<file path="config.mk">
export PLATFORM = sky130hd
export DESIGN_NAME = data_pipe_path_arbiter
export DESIGN_NICKNAME = d
export VERILOG_FILES = /design/src/rtl/data_pipe_path_arbiter.sv
export SDC_FILE = /design/constraint.sdc
export NUM_CORES = 1
export LEC_CHECK = 0
export BUFFER_PORTS_ARGS = -buffer_cell sky130_fd_sc_hd__buf_2
export CAP_MARGIN = 10
export CORE_MARGIN = 2
export CORE_UTILIZATION = 25
export CTS_BUF_LIST = sky130_fd_sc_hd__clkbuf_8
export DETAILED_ROUTE_END_ITERATION = 10
export SYNTH_ARGS = -nofsm -noshare
export SYNTH_HDL_FRONTEND = slang
export SYNTH_SLANG_ARGS = --single-unit
</file>
<file path="constraint.sdc">
create_clock -name clock -period 6.85 [get_ports clock]
set_clock_uncertainty 0.05 [all_clocks]
set_input_delay 0.685 -clock clock [delete_from_list [all_inputs] [get_ports clock]]
set_output_delay 0.685 -clock clock [all_outputs]
set_load 0.1 [all_outputs]
</file>
<file path="src/rtl/data_pipe_path_arbiter.sv">
// ---------------------------------------------------------------------------
// data_pipe_path_arbiter
//
// Round-robin path scheduler for the 8:1 data pipe interconnect. Picks one
// requesting source, steers the interconnect to it (sw), waits for the path
// to settle, then enables it (vld_sw). Ownership ends on packet end, beat
// quota or requester idle timeout. The next owner is picked only after the
// pipe has drained.
//
// Optional feature macro: DATA_PIPE_ARB_PRIO0_EN
//   When defined, source 0 has strict priority and a grant to source 0
//   leaves the round-robin pointer untouched.
//
// Ports:
//   clock     in   system clock
//   rst       in   synchronous reset, active-high
//   clk_en    in   clock enable; all state advances only when high
//   req       in   per-source valid requests [NUM]
//   xfer      in   downstream beat accepted
//   pkt_last  in   last beat of packet (qualified by xfer)
//   pipe_idle in   interconnect connector and buffer are empty
//   sw        out  selected path index [SW_W]
//   vld_sw    out  path enable, high only while granted
//   grant     out  one-hot owner, registered [NUM]
//   busy      out  high whenever not idle
// ---------------------------------------------------------------------------
module data_pipe_path_arbiter #(
  parameter int NUM       = 8,
  parameter int SW_W      = 3,
  parameter int MAX_BEATS = 16,
  parameter int IDLE_TO   = 8,
  parameter int SETTLE    = 2
) (
  input  logic            clock,
  input  logic            rst,
  input  logic            clk_en,
  input  logic [NUM-1:0]  req,
  input  logic            xfer,
  input  logic            pkt_last,
  input  logic            pipe_idle,
  output logic [SW_W-1:0] sw,
  output logic            vld_sw,
  output logic [NUM-1:0]  grant,
  output logic            busy
);

  localparam int BEAT_W   = (MAX_BEATS < 1) ? 1 : $clog2(MAX_BEATS + 1);
  localparam int IDLE_W   = $clog2(IDLE_TO + 1);
  localparam int SETTLE_W = $clog2(SETTLE + 1);

  localparam logic [BEAT_W-1:0]   BEAT_MAX    = BEAT_W'(MAX_BEATS);
  localparam logic [IDLE_W-1:0]   IDLE_LAST   = IDLE_W'(IDLE_TO - 1);
  localparam logic [SETTLE_W-1:0] SETTLE_LAST = SETTLE_W'(SETTLE - 1);

  typedef enum logic [1:0] {ST_IDLE, ST_SWITCH, ST_GRANT, ST_DRAIN} state_t;

  state_t              state_q, state_d;
  logic [SW_W-1:0]     sw_q, sw_d;
  logic                vld_sw_q, vld_sw_d;
  logic [NUM-1:0]      grant_q, grant_d;
  logic [SW_W-1:0]     ptr_q, ptr_d;
  logic [SETTLE_W-1:0] settle_q, settle_d;
  logic [BEAT_W-1:0]   beat_q, beat_d;
  logic [IDLE_W-1:0]   idle_q, idle_d;

  // Candidate source at each offset from the pointer, modulo NUM.
  logic [SW_W-1:0] cand_idx [NUM];
  logic [SW_W-1:0] win_idx;
  logic [NUM-1:0]  win_onehot;

  for (genvar gi = 0; gi < NUM; gi++) begin : g_cand
    logic [SW_W:0] sum;
    assign sum = {1'b0, ptr_q} + (SW_W+1)'(gi);
    assign cand_idx[gi] = (sum >= (SW_W+1)'(NUM)) ? SW_W'(sum - (SW_W+1)'(NUM))
                                                  : SW_W'(sum);
    assign win_onehot[gi] = (win_idx == SW_W'(gi));
  end

  // Scan from the farthest offset down so the closest requester wins last.
  always_comb begin
    win_idx = ptr_q;
    for (int i = NUM - 1; i >= 0; i--) begin
      if (req[cand_idx[i]]) win_idx = cand_idx[i];
    end
`ifdef DATA_PIPE_ARB_PRIO0_EN
    if (req[0]) win_idx = '0;
`endif
  end

  logic            owner_active;
  logic            beat_hit;
  logic            idle_hit;
  logic            release_now;
  logic [SW_W-1:0] ptr_inc;

  always_comb begin
    state_d  = state_q;
    sw_d     = sw_q;
    vld_sw_d = vld_sw_q;
    grant_d  = grant_q;
    ptr_d    = ptr_q;
    settle_d = settle_q;
    beat_d   = beat_q;
    idle_d   = idle_q;

    owner_active = req[sw_q] | xfer;
    beat_hit     = 1'b0;
    idle_hit     = 1'b0;
    release_now  = 1'b0;
    ptr_inc      = (sw_q == SW_W'(NUM - 1)) ? '0 : sw_q + 1'b1;

    unique case (state_q)
      ST_IDLE: begin
        if (|req) begin
          state_d  = ST_SWITCH;
          sw_d     = win_idx;
          grant_d  = win_onehot;
          settle_d = '0;
          beat_d   = '0;
          idle_d   = '0;
        end
      end
      ST_SWITCH: begin
        beat_d = '0;
        idle_d = '0;
        if (settle_q == SETTLE_LAST) begin
          state_d  = ST_GRANT;
          vld_sw_d = 1'b1;
        end else begin
          settle_d = settle_q + 1'b1;
        end
      end
      ST_GRANT: begin
        if (xfer && (MAX_BEATS != 0)) begin
          if (beat_q != BEAT_MAX) beat_d = beat_q + 1'b1;
          beat_hit = (BEAT_W'(beat_q + 1'b1) == BEAT_MAX);
        end
        if (owner_active) begin
          idle_d = '0;
        end else begin
          if (idle_q != IDLE_W'(IDLE_TO)) idle_d = idle_q + 1'b1;
          idle_hit = (idle_q == IDLE_LAST);
        end
        release_now = (xfer & pkt_last) | beat_hit | idle_hit;
        if (release_now) begin
          state_d  = ST_DRAIN;
          vld_sw_d = 1'b0;
`ifdef DATA_PIPE_ARB_PRIO0_EN
          if (sw_q != '0) ptr_d = ptr_inc;
`else
          ptr_d = ptr_inc;
`endif
        end
      end
      ST_DRAIN: begin
        vld_sw_d = 1'b0;
        if (pipe_idle) begin
          state_d = ST_IDLE;
          grant_d = '0;
        end
      end
      default: state_d = ST_IDLE;
    endcase
  end

  always_ff @(posedge clock) begin
    if (rst) begin
      state_q  <= ST_IDLE;
      sw_q     <= '0;
      vld_sw_q <= 1'b0;
      grant_q  <= '0;
      ptr_q    <= '0;
      settle_q <= '0;
      beat_q   <= '0;
      idle_q   <= '0;
    end else if (clk_en) begin
      state_q  <= state_d;
      sw_q     <= sw_d;
      vld_sw_q <= vld_sw_d;
      grant_q  <= grant_d;
      ptr_q    <= ptr_d;
      settle_q <= settle_d;
      beat_q   <= beat_d;
      idle_q   <= idle_d;
    end
  end

  assign sw     = sw_q;
  assign vld_sw = vld_sw_q;
  assign grant  = grant_q;
  assign busy   = (state_q != ST_IDLE);

endmodule

</file>
==> flow_summary.ini, run 1 <==
[outcome]
outcome = completed

[floorplan]
initial_core_util_pct = 25.9
die_area_um2 = 9900
die_x_um = 99.5
core_area_um2 = 8810
row_count = 34
die_height_um = 99.5
num_io_pins = 27

[yosys]
synth_edf_count = 0
ys_seq_area_share_pct = 24.6
ys_types = 55
syn_area_per_cell_um2 = 9.02
syn-cell-area_um2 = 2280
ys_ff_latch = 28
yosys-top-cells-count = dfxtp_1 (28), nand2_1 (21), nor2_1 (21)
ys_warn_count = 0
syn_nets = 281
synth.area.top_cells = dfxtp_1 (25%), mux4_2 (9.9%), ha_1 (7.7%)
async_flop_share_pct = 0
synthCells = 253
synth_flop_cell = dfxtp_1
synth_top_cell_by_area = dfxtp_1
synth_top_cell_area_share_pct = 24.6
synth_most_common_cell = dfxtp_1

[pwr]
power_frac_clock_pct = 20.5
p_seq_share_pct = 42.8
p_int_uw = 257
p_sw_share_pct = 38.7
power_density_nw_per_um2 = 165
p_switching_uw = 162
pwr-share-comb_pct = 36.8
max-vdd-ir-drop_mv = 0.0843
p_leak_nw = 0.978

[cells_and_area]
antenna-diode-count = 0
drive_gt1_share_pct = 16.6
fin_cells = 379
finalInstanceArea_um2 = 2540
synthToLayoutAreaGrowth_pct = 11.2
nNetsFinal = 301

[clock_network]
clk_path_buf_depth = 2
post_cts_buffers = 0
clk_latency_ps = 260
cts-resized-gates = 0
root_buffer = clkbuf_8
cts.sinks = 28
clk_pin_slew_ps = 90
cts_hold_buffers = 0
cts_buffers = 3
htreeDepth = 1
cts_tree = yes

[timing]
setup_viol = 0
tightest_slew_ps = 986
finalCritPeriodShare_pct = 55.0
finalSetupTns_ps = 0
slew_headroom_pct = 33.8
rsz0062_at_grt = no
hold_viol = 0
fmax_mhz = 265
maxSlewViolCount = 0
fin_crit_ps = 3770

[route]
avgRoutedWirePerCell_um = 14.4
via_per_inst = 5.40
vias = 2048
routed_wl_um = 5460
dr_wl_met3_um = 350
ant_nets = 0
drt-pass1-iter-count = 5
dr.first_iter.drc_count = 163
remaining_drc_errors = 0
routed.top_layer = met4
wl_met1_um = 2540
wl_met2_um = 2550

[setup_path]
r2r_slack_ps = 3080
path_cells = inv_1, ha_1, mux4_2, mux2i_1, o21ai_1, a211oi_1, a21oi_1, a211oi_1, a32o_1
cp.arrival_ps = 3930
critPathLaunchType = flop
r2r.worst_path.cells = 9
critPathMaxFanout = 15
crit-reg2reg-capture = grant[3]$_SDFFE_PP0P_
cpMostUsedCell = a211oi_1
max_stage_delay_ps = 720
endpoint_kind = flop
endpoint = grant[3]$_SDFFE_PP0P_
critPathRequiredTime_ps = 7010
worstSetupPathType = reg -> reg
rr_startpoint = ptr_q[1]$_SDFFE_PP0P_
crit_start = ptr_q[1]$_SDFFE_PP0P_
critPathSlowestCell = dfxtp_1

[placed_design]
io_buffers = 26
gp_congestion = 0.869
dp_cells = 376
dpl-instance-area_um2 = 2500
dp_hpwl_um = 4170

[worst_hold_path]
hp-class = reg -> reg

[global_routing]
antenna_found_initial = 0
grt_pass1_wl_um = 9530
grt_pass1_vias = 1905
grt_start_max_net_pins = 21
grt_use_total_pct = 11.4
globalRouteOverflowTotal = 0

[run]
maxCapViolCount = 0
==> worst min-delay path by stage <==
stage,from,end,slack [ps],cells after the start
after floorplan,settle_q[1]$_SDFFE_PP0P_,settle_q[1]$_SDFFE_PP0P_,420,2
after global placement,grant[5]$_SDFFE_PP0P_,grant[5]$_SDFFE_PP0P_,400,1
after detailed placement,grant[1]$_SDFFE_PP0P_,grant[1]$_SDFFE_PP0P_,400,1
after CTS,grant[1]$_SDFFE_PP0P_,grant[1]$_SDFFE_PP0P_,430,1
after global routing,grant[4]$_SDFFE_PP0P_,grant[4]$_SDFFE_PP0P_,440,1
final,grant[1]$_SDFFE_PP0P_,grant[1]$_SDFFE_PP0P_,430,1
==> cell usage in the layout (no fill, tap or decap), types with 4 or more instances in the layout <==
cell,count
a211oi_1,7
a21oi_1,11
a32o_1,8
buf_2,26
dfxtp_1,28
ha_1,14
inv_1,15
mux2i_1,14
mux4_2,10
nand2_1,21
nand3_1,8
nor2_1,21
nor3_1,4
o21ai_0,6
o21ai_1,4
xnor2_1,5
xor2_1,5
==> layout make-up <==
cell class	instances	area (um2)
clock buffers	3	41.3
fillers	933	6270
inverters	15	56.3
multi-input cells	199	1610
flip-flops and latches	28	561
well taps	108	135
repair buffers	26	130
==> kinds of logic after synthesis <==
family	Yosys count	share of synthesized area (%)
and+or+nand+nor	79	18.5
AOI/OAI and AO/OA	68	22.7
muxes	28	18.0
DFF	28	24.6
buffers and inverters	26	4.66
adders and majority gates	14	7.68
xor gates and xnor gates	10	3.84
==> layer usage <==
layer	GRT usage, %	vias to the layer above
met1	16.6	985
met2	18.0	53
met3	1.97	2
li1	-	1008
met4	1.48	0
met5	0	-
==> sequential cells by signal, indices dropped and copies added, names as in the netlist <==
name and cells:
beat_q 5, grant 8, idle_q 4, ptr_q 3
settle_q 2, state_q 2, sw 3, vld_sw 1
==> through the flow <==
step | hold WS, ps | utilization, % | setup WS (ps) | total power, mW
after floorplan | 417 | - | 3770 | 0.303
after global placement | 400 | 28.3 | 3280 | 0.335
after detailed placement | 404 | 28.3 | 3190 | 0.337
after CTS | 426 | 28.8 | 3150 | 0.424
after global routing | 439 | 28.8 | 2690 | 0.447
final | 427 | 28.8 | 3080 | 0.419
==> worst max-delay path: cells and delay by family, from the launching register on <==
| family | cells | cell delay [ps] |
|---|---|---|
| multiplexers | 2 | 820 |
| adder cells (fa/ha/maj) | 1 | 590 |
| AO/OA/AOI/OAI | 5 | 1250 |
| flip-flops | 1 | 720 |
| buffers and inverters | 1 | 270 |
==> power groups by stage <==
stage	combinational, mW	sequential (mW)	clock [mW]
floorplan	0.0931	0.209	0
global placement	0.153	0.183	0
detailed placement	0.154	0.183	0
CTS	0.155	0.179	0.0900
global route	0.169	0.181	0.0974
finish	0.154	0.179	0.0857
No activity file was read; power rests on OpenSTA's default activity.
==> inputs of run 2 (changes only) <==
==> constraint.sdc (replaced) <==
create_clock -name clock -period 3.3 [get_ports clock]
set_clock_uncertainty 0.05 [all_clocks]
set_input_delay 0.33 -clock clock [delete_from_list [all_inputs] [get_ports clock]]
set_output_delay 0.33 -clock clock [all_outputs]
set_load 0.1 [all_outputs]
==> run 2 against run 1 <==
Global-route usage shrank 0.30 points. Cell count increased by 1.1%. Largest cell class unchanged. First-iteration DRC count fell by 21%.
==> flow_summary.ini, run 2 (synthesis gave the netlist of run 1 again) <==
[clock_network]
clk_path_buf_depth = 2
clk_latency_ps = 270
clk_pin_slew_ps = 100
cts_hold_buffers = 0
htreeDepth = 1
cts_buffers = 3
cts_tree = yes
root_buffer = clkbuf_8
cts.sinks = 28

[outcome]
outcome = completed

[timing]
setup_viol = 0
finalCritPeriodShare_pct = 94.4
fin_crit_ps = 3120
tightest_slew_ps = 747
maxSlewViolCount = 0
fmax_mhz = 321
hold_viol = 0
rsz0062_at_grt = no
finalSetupTns_ps = 0
holdWs_ps = 390
slew_headroom_pct = 50.1

[route]
routed_wl_um = 5400
remaining_drc_errors = 0
vias = 2069
ant_nets = 0
via_per_inst = 5.40
drt-pass1-iter-count = 4
dr.first_iter.drc_count = 129
avgRoutedWirePerCell_um = 14.1

[placed_design]
dp_cells = 379
io_buffers = 26
dp_hpwl_um = 4110
gp_congestion = 0.890

[worst_hold_path]
hp-class = in -> reg
min_path_cells = 3

[pwr]
p_leak_nw = 1.00
max-vdd-ir-drop_mv = 0.156
power_density_nw_per_um2 = 352
finalPower_uw = 908

[cells_and_area]
antenna-diode-count = 0
drive_gt1_share_pct = 18.2
final_cell_mix = dfxtp_1 (28), buf_2 (26), nand2_1 (21), nor2_1 (21), inv_1 (15)
final_common_cell = dfxtp_1
nNetsFinal = 304
nFillCells = 910
fin_util_pct = 29.3
synthToLayoutAreaGrowth_pct = 13.1
largest_register_ffs = 8
fin_cells = 383

[run]
maxCapViolCount = 0

[global_routing]
grt_pass1_wl_um = 9140
grt_use_total_pct = 11.1
grt_pass1_vias = 1922
globalRouteOverflowTotal = 0
grt_start_max_net_pins = 21
antenna_found_initial = 0

[floorplan]
die_area_um2 = 9900
num_io_pins = 27
core_area_um2 = 8810
die_x_um = 99.5
row_count = 34
initial_core_util_pct = 25.9
die_height_um = 99.5

[setup_path]
critPathLaunchType = flop
endpoint_kind = flop
worstSetupPathType = reg -> reg
r2r.worst_path.cells = 9
cp.arrival_ps = 3290
critPathRequiredTime_ps = 3470
critPathMaxFanout = 12
==> run 2: cell count changes in the layout (fill, tap and decap cells not counted), sizes merged <==
cell,delta
buf,+3
clkbuf,+1
==> run 2: power breakdown <==
part / internal (mW) / total (mW) / switching (mW)
registers: 0.354 / 0.371 / 0.0168
logic: 0.0988 / 0.323 / 0.224
clock network: 0.107 / 0.214 / 0.107
==> run 2: final cells by class <==
| cell class | instances | area, um2 | area share, % |
|---|---|---|---|
| multi-input cells | 199 | 1620 | 62.8 |
| flip-flops and latches | 28 | 561 | 21.7 |
| repair buffers | 29 | 153 | 5.92 |
| well taps | 108 | 135 | 5.24 |
| inverters | 15 | 56.3 | 2.18 |
| clock buffers | 4 | 55.1 | 2.13 |
==> run 2: through the flow <==
step / setup slack [ps] / area (um2)
finish: 184 / 2580
global route: 6.42 / 2580
CTS: 208 / 2570
detailed placement: 239 / 2520
global placement: 309 / 2520
floorplan: 215 / 2280
==> run 2: timing repair <==
action,4_1_cts,5_1_grt
setup endpoints to repair,0,5
resized for setup,0,2
buffers inserted,0,0
==> run 2: worst paths after layout <==
path	start	to	slack [ps]
min	clk_en	vld_sw$_SDFFE_PP0P_	390
max reg2reg	ptr_q[1]$_SDFFE_PP0P_	grant[6]$_SDFFE_PP0P_	180
max	ptr_q[1]$_SDFFE_PP0P_	grant[6]$_SDFFE_PP0P_	180
min reg2reg	grant[2]$_SDFFE_PP0P_	grant[2]$_SDFFE_PP0P_	420
==> run 2: critical path, stage by stage (launching register included) <==
cell	delay [ps]
dfxtp_1	340
inv_1	120
ha_1	530
mux4_2	470
a221o_1	400
a222oi_1	340
o21ai_1	100
a21bo_4	210
nor4b_4	280
a32o_1	210
==> run 2: routing by layer <==
layer	track usage (%)	up-vias	part of all wire, %
li1	-	1009	-
met4	2.74	0	0.72
met3	1.83	4	5.7
met5	0	-	0
met1	15.1	1002	47
met2	18.1	54	47
